**src/rtl/addr_filter_core.sv**
```systemverilog
// Address-window filter: a one-deep decision stage feeds a small output FIFO.
// Passing beats are forwarded in order; dropped beats are counted and flagged.
module addr_filter_core #(
  parameter int ADDR_WIDTH = 32,
  parameter int DATA_WIDTH = 32,
  parameter int FIFO_DEPTH = 4,
  parameter int CNT_WIDTH  = 16
) (
  input  logic                  pclock,
  input  logic                  preset,
  input  logic [ADDR_WIDTH-1:0] start_addr,
  input  logic [ADDR_WIDTH-1:0] end_addr,
  input  logic [1:0]            ctrl_reg,
  input  logic                  config_b,
  input  logic                  in_valid,
  output logic                  in_ready,
  input  logic [ADDR_WIDTH-1:0] in_addr,
  input  logic [DATA_WIDTH-1:0] in_data,
  output logic                  out_valid,
  input  logic                  out_ready,
  output logic [ADDR_WIDTH-1:0] out_addr,
  output logic [DATA_WIDTH-1:0] out_data,
  input  logic                  clr_cnt,
  output logic [CNT_WIDTH-1:0]  pass_cnt,
  output logic [CNT_WIDTH-1:0]  drop_cnt,
  output logic                  drop_hit
);

  localparam int PTR_W = $clog2(FIFO_DEPTH);
  localparam logic [PTR_W:0] DEPTH_C = (PTR_W+1)'(FIFO_DEPTH);

  typedef enum logic [1:0] {
    WAIT_CFG = 2'd0,
    RUN      = 2'd1,
    DRAIN    = 2'd2
  } state_t;

  state_t                  state_reg;
  state_t                  state_next;

  logic                    stage_valid_reg;
  logic                    stage_pass_reg;
  logic [ADDR_WIDTH-1:0]   stage_addr_reg;
  logic [DATA_WIDTH-1:0]   stage_data_reg;

  logic [ADDR_WIDTH-1:0]   mem_addr [FIFO_DEPTH];
  logic [DATA_WIDTH-1:0]   mem_data [FIFO_DEPTH];
  logic [PTR_W-1:0]        wr_ptr_reg;
  logic [PTR_W-1:0]        rd_ptr_reg;
  logic [PTR_W:0]          fifo_count_reg;
  logic [PTR_W:0]          occupancy;

  logic [CNT_WIDTH-1:0]    pass_cnt_reg;
  logic [CNT_WIDTH-1:0]    drop_cnt_reg;
  logic                    drop_hit_reg;

  logic                    accept;
  logic                    hit;
  logic                    pass_bit;
  logic                    push;
  logic                    pop;
  logic                    drop;

  // An inverted window (start > end) can never satisfy both bounds, so hit stays 0.
  assign hit       = (in_addr >= start_addr) && (in_addr <= end_addr);
  assign pass_bit  = !ctrl_reg[0] ? 1'b1 : (hit ^ ctrl_reg[1]);
  assign accept    = in_valid && in_ready;
  assign push      = stage_valid_reg && stage_pass_reg;
  assign drop      = stage_valid_reg && !stage_pass_reg;
  assign out_valid = (fifo_count_reg != '0);
  assign pop       = out_valid && out_ready;
  assign occupancy = fifo_count_reg + (PTR_W+1)'(stage_valid_reg);

  always_ff @(posedge pclock) begin
    if (preset) begin
      state_reg <= WAIT_CFG;
    end else begin
      state_reg <= state_next;
    end
  end

  always_comb begin
    state_next = state_reg;
    case (state_reg)
      WAIT_CFG: if (config_b) state_next = RUN;
      RUN:      if (!config_b) state_next = DRAIN;
      DRAIN:    if (!stage_valid_reg && (fifo_count_reg == '0)) state_next = WAIT_CFG;
      default:  state_next = WAIT_CFG;
    endcase
  end

  // Counting the stage beat as occupied guarantees room for it in the FIFO next edge.
  always_comb begin
    in_ready = 1'b0;
    if ((state_reg == RUN) && (occupancy < DEPTH_C)) in_ready = 1'b1;
  end

  always_ff @(posedge pclock) begin
    if (preset) begin
      stage_valid_reg <= 1'b0;
      stage_pass_reg  <= 1'b0;
      stage_addr_reg  <= '0;
      stage_data_reg  <= '0;
    end else begin
      stage_valid_reg <= accept;
      if (accept) begin
        stage_pass_reg <= pass_bit;
        stage_addr_reg <= in_addr;
        stage_data_reg <= in_data;
      end
    end
  end

  always_ff @(posedge pclock) begin
    if (push) begin
      mem_addr[wr_ptr_reg] <= stage_addr_reg;
      mem_data[wr_ptr_reg] <= stage_data_reg;
    end
  end

  always_ff @(posedge pclock) begin
    if (preset) begin
      wr_ptr_reg     <= '0;
      rd_ptr_reg     <= '0;
      fifo_count_reg <= '0;
    end else begin
      if (push) wr_ptr_reg <= wr_ptr_reg + PTR_W'(1);
      if (pop)  rd_ptr_reg <= rd_ptr_reg + PTR_W'(1);
      case ({push, pop})
        2'b10:   fifo_count_reg <= fifo_count_reg + (PTR_W+1)'(1);
        2'b01:   fifo_count_reg <= fifo_count_reg - (PTR_W+1)'(1);
        default: fifo_count_reg <= fifo_count_reg;
      endcase
    end
  end

  assign out_addr = out_valid ? mem_addr[rd_ptr_reg] : '0;
  assign out_data = out_valid ? mem_data[rd_ptr_reg] : '0;

  always_ff @(posedge pclock) begin
    if (preset) begin
      pass_cnt_reg <= '0;
      drop_cnt_reg <= '0;
      drop_hit_reg <= 1'b0;
    end else begin
      drop_hit_reg <= drop;
      if (clr_cnt) begin
        pass_cnt_reg <= '0;
        drop_cnt_reg <= '0;
      end else begin
        if (push && (pass_cnt_reg != '1)) pass_cnt_reg <= pass_cnt_reg + CNT_WIDTH'(1);
        if (drop && (drop_cnt_reg != '1)) drop_cnt_reg <= drop_cnt_reg + CNT_WIDTH'(1);
      end
    end
  end

  assign pass_cnt = pass_cnt_reg;
  assign drop_cnt = drop_cnt_reg;
  assign drop_hit = drop_hit_reg;

endmodule
```
**config.mk**
```make
export PLATFORM = sky130hd
export DESIGN_NAME = addr_filter_core
export DESIGN_NICKNAME = d
export VERILOG_FILES = /design/src/rtl/addr_filter_core.sv
export SDC_FILE = /design/constraint.sdc
export NUM_CORES = 1
export LEC_CHECK = 0
export CAP_MARGIN = 20
export CORE_ASPECT_RATIO = 2
export CORE_MARGIN = 3
export CORE_UTILIZATION = 35
export DETAILED_ROUTE_END_ITERATION = 7
export PLACE_DENSITY = 0.59
export SLEW_MARGIN = 15
export SYNTH_ARGS = -nofsm -noshare
export SYNTH_HDL_FRONTEND = slang
export SYNTH_SLANG_ARGS = --single-unit
export TNS_END_PERCENT = 10
```
**constraint.sdc**
```tcl
create_clock -name pclock -period 2.7 [get_ports pclock]
set_input_delay 0.405 -clock pclock [delete_from_list [all_inputs] [get_ports pclock]]
set_output_delay 0.405 -clock pclock [all_outputs]
set_load 0.05 [all_outputs]
```
Word-level counts from Yosys, hierarchy flattened
Memory sizes are Yosys's and may differ from the RTL's. A register that Yosys moved wholly into a read port is not among the register bits.
Index checks and enable logic that the tools add are counted.

word-level totals
  word-level logic and storage cells = 65
  register bits = 108
  output and inout bits = 99
  RAM bits = 256
  memories kept = 2
  input bits = 136

memories
  name      words  bits a word  rd ports  clocked after memory_dff  write ports  line  source
  mem_addr  4      32           1         1                         1            46    logic [ADDR_WIDTH-1:0] mem_addr [FIFO_DEPTH];
  mem_data  4      32           1         1                         1            47    logic [DATA_WIDTH-1:0] mem_data [FIFO_DEPTH];

cells by class
  equal/unequal tests = 9
  reduce and logical (&&, ||, !) cells = 17
  magnitude comparators = 3
  bitwise operators = 1
  multiplexer cells = 15
  $add $sub $neg = 7

operators by type and width
  operator               number
  $mux 32                2
  $add 16x1->16 const B  2
  $ge 32x32->1           1
  $le 32x32->1           1
  $ne 16x16->1 const B   2
  $mux 2                 7
  $logic_and 1x1->1      9
  $ne 2x2->1 const B     3
  $pmux 2 s3             1
  $pmux 3 s2             1
  $add 2x1->2 const B    2
  $eq 2x1->1 const B     2
  $eq 2x2->1 const B     2
  $mux 1                 4
  $add 3x1->3            1
  $add 3x1->3 const B    1
  $logic_not 3->1        1
  $lt 3x3->1 const B     1
  $reduce_and 3->1       1
  $reduce_bool 3->1      1
  $sub 3x1->3 const B    1
  $logic_not 1->1        2
  $logic_not 2->1        1
  $reduce_bool 2->1      1
  2 further kinds        2

Logic depth before layout (Yosys ltp)
  word-level depth = 5
  mapped depth = 9
  mapped depth without buffers = 9

Least setup slack after synthesis
Ideal clock, no wire load.

  path type = register to register
  start point = register wr_ptr_reg[0]
  end point = memory mem_addr[2][0] (enable)
  arrival = 2096 ps
  library setup time = 429 ps
  buffers on the path = 0
  data required time = 2271 ps
  stages on the path, launching flop included = 4
  clock period less this slack = 2525 ps
  path slack = 175 ps
  path through = dfxtp_1 > inv_1 > ha_1 > and3_1

RTL lines
  what                    line  source
  start, declared         48    logic [PTR_W-1:0] wr_ptr_reg;
  start signal, assigned  127   if (push) wr_ptr_reg <= wr_ptr_reg + PTR_W'(1);
  end, declared           46

Straight into the memory's write port.

Worst setup path after layout
  start point = input port start_addr[29]
  end point = register stage_pass_reg

on the way
  word-level cells in the longest chain between the ends = 4

ends and longest elaborated chain
  what                  line  source
  start, declared       11    input logic [ADDR_WIDTH-1:0] start_addr,
  $ge 32x32->1          65    assign hit = (in_addr >= start_addr) && (in_addr <= end_addr);
  $logic_and 1x1->1     65
  $xor 1x1->1           66    assign pass_bit = !ctrl_reg[0] ? 1'b1 : (hit ^ ctrl_reg[1]);
  $mux 1                66
  end signal, assigned  107   stage_pass_reg <= pass_bit;
  end, declared         42    logic stage_pass_reg;

No other way between the ends.
A chain may end at the register's enable or synchronous reset.

==> results by group <==
STA
  • Max Clock Freq: ~390 MHz
  • Final period util: 95.68%
  • Min Tclk post-route: roughly 2.6 ns
  • RSZ-0062 raised after global routing: false
  • Final Max Tran Viols: 0
  • Count of final setup violators: 0
  • Fin Hold WS: around 0.33 ns
  • Fin Setup TNS: 0 ns
  • Skew final: 0.02238 ns
  • Fin. Hold Viols: 0
  • Worst slew margin: around 53%
  • Worst slew pin tran: 0.7120 ns

Routing
  • Starting DRT DRC Count: roughly 350
  • Drt drc: 0
  • DR vias/cell: 4.969
  • Routed WL per cell: ~19 µm
  • Initial DRT Pass Iterations: 6
  • Via count: 10.00k
  • Final wirelength: just under 40000 µm
  • Antenna Nets Post-Route: 0

Finish
  • Share of layout cells above drive strength 1: between 10% and 20%
  • Area delta synth->final: 28.92%
  • Registers with the most flip-flops: mem_addr: 128 flops, mem_data: 128 flops
  • Nets: ~1.6k
  • Finished Layout Cells: ~2k

Power
  • Clock network power share: a little over two fifths
  • Internal Pwr Total: 9.428 mW
  • Lkg Pwr: about 7 nW
  • Logic pwr share: 6.5%
  • Sequential cell fraction of total power: just over 50%
  • Switching share of power: 21.06%
  • P_sw: 2.515 mW
  • Cell Pwr Density: 595.5 nW/µm²
  • Max IR drop VDD: 0.4521 mV
  • Overall power: ~12 mW

Clock network
  • H-tree depth: 2
  • CTS tree: done
  • Clock Sinks: between 300 and 400
  • Cts bufs inserted: 35
  • CTS hold repair buffers: 0
  • Worst skew pair latency: between 0.5 and 0.6 ns
  • Deepest clock path buffer count: 3
  • Worst-path clk slew: 0.06 ns
  • CTS root buffer: clkbuf_16

GRT
  • First-pass GRT wire length: roughly 60000 µm
  • GR Overflow Total: 0
  • Initial antenna violation count: 1
  • Largest net degree at the start of global routing: between 60 and 70
  • GRT Overall Usage: ~16%
  • Vias in the first global route: between 10k and 15k

Yosys
  • Async SR Flop Fraction: 0%
  • Post-synth EDFFs: 256
  • Count of cell types in the netlist: 60
  • Net Count, Synth: ~1.4k
  • #FFs+latches synth: 366
  • Sequential area share after synthesis: a little under two thirds
  • Post-synth top flop: edfxtp_1
  • Yosys warns: 0
  • Mapped cell area: about 16000 µm²
  • Post-Syn Area per Cell: around 14 µm²
  • Gate Count Post-Synth: 1144

Worst setup path
  • Crit path capture type: register
  • Reg2reg end: fifo_count_reg[2]$_SDFFE_PP0P_
  • Crit path arrival time: just over 3 ns
  • Kind of critical path: in -> reg
  • RR Startpoint: fifo_count_reg[0]$_SDFFE_PP0P_
  • Flop2flop setup slack: around 0.58 ns
  • Worst EP required: between 3 and 4 ns
  • CP max FO: 3
  • Worst reg2reg path depth: 8
  • Worst Setup Start Kind: input pin

Worst hold path
  • Hold EP: stage_data_reg[16]$_SDFFE_PP0P_
  • Worst hold path class: in -> reg
  • Worst Min Path Start: preset
  • Hold depth: 2

Placement
  • Cells after DPL: just under 2k
  • Port buffer count: ~230
  • RD Place Congestion: ~0.81
  • Placed wire-length estimate: roughly 27000 µm

Run
  • Max cap viols: 0

Floorplan
  • Die height: between 300 and 400 µm
  • Core box area: ~44000 µm²
  • # rows: between 100 and 150
  • Initial Utilization: a little over a third
  • Horizontal die dimension: 155.1 µm
  • Ports: roughly 240
  • Die area: 47170 µm²

Run status
  • Status: finished clean
-- worst max path at each step --
stage / startpoint / to
6_report: start_addr[29] / stage_pass_reg$_SDFFE_PP0P_
5_1_grt: start_addr[29] / stage_pass_reg$_SDFFE_PP0P_
4_1_cts: register / out_addr[6]
3_5_place_dp: in_addr[0] / stage_pass_reg$_SDFFE_PP0P_
3_3_place_gp: in_addr[0] / stage_pass_reg$_SDFFE_PP0P_
2_1_floorplan: wr_ptr_reg[0]$_SDFFE_PP0P_ / mem_addr[2][0]$_DFFE_PP_
-- power by group through the flow --
stage / logic, mW / clock network, mW / registers [mW]
5_1_grt: 0.861 / 5.45 / 6.06
6_report: 0.780 / 5.11 / 6.05
4_1_cts: 0.798 / 5.25 / 6.05
3_3_place_gp: 0.781 / 0 / 6.17
3_5_place_dp: 0.792 / 0 / 6.17
2_1_floorplan: 0.356 / 0 / 6.16
-- layer usage --
metal  up-vias  global-route usage [%]  wire, µm
met5         -                       0         0
met4         0                   6.414      1435
li1       4734                       -         -
met1      4939                   17.20     14090
met3        73                   2.917      1755
met2       257                   31.81     21830
-- final cells by class --
class | instances | area [µm²]
diodes | 1 | 2.502
clock buffers | 43 | 958.4
clock inverters | 20 | 237.7
fillers | 3993 | 23590
inverters | 75 | 281.5
multi-input cells | 655 | 5182
flip-flops and latches | 366 | 9897
well taps | 550 | 688.2
repair buffers | 303 | 2809
-- placed cells by master, fill, tap and decap left out, drive strengths merged, types with 48 or more instances in the layout --
master and count:
clkdlybuf4s50 167, inv 77, nand2 161, dfxtp 110, buf 136, nor2 48
mux4 64, a21oi 93, and2 69, edfxtp 256, ha 71
-- worst max-delay path: stages --
cell	delay, ns
clkdlybuf4s50_1	0.45
inv_1	0.04
ha_1	0.32
a211oi_1	0.28
o211ai_1	0.13
a221oi_1	0.52
buf_4	0.20
o21ai_0	0.12
a31o_2	0.26
and3_1	0.15
nor3_2	0.13
-- metrics by stage --
step                      instance area [µm²]  setup slack [ns]  utilization [%]
final                                   20060            0.1166            45.95
after global routing                    20050           0.01152            45.95
after CTS                               20050           0.02853            45.94
after detailed placement                18840           -0.4386            43.16
after global placement                  18840           -0.4303            43.16
after floorplan                         15560            0.1750                -
-- timing repair --
item                       CTS  global route
setup endpoints to repair   21             2
setup buffers                2             0
cloned                       0             0
resized for setup            0             2
-- cell families after synthesis --
family,Yosys count,share of synthesized area (%)
buffers and inverters,123,3.322
and+or+nand+nor,350,10.99
AOI/OAI and AO/OA,136,5.147
muxes,66,9.394
adders and majority gates,72,5.839
DFF,366,63.57
xor gates and xnor gates,31,1.745
-- Yosys cell counts (6+ instances only) --
cell type,count,area [µm²]
a21oi_1,91,455.4
and2_1,68,425.4
and3_1,6,37.54
buf_2,15,75.07
clkbuf_1,27,101.4
dfxtp_1,110,2202
edfxtp_1,256,7687
ha_1,71,888.4
inv_1,75,281.5
mux4_2,64,1441
nand2_1,161,604.3
nand3_1,14,70.07
nand4_1,15,93.84
nor2_1,48,180.2
o21ai_0,12,60.06
or3_1,7,43.79
xnor2_1,12,105.1
xor2_1,19,166.4
No activity file was read; power rests on OpenSTA's default activity.
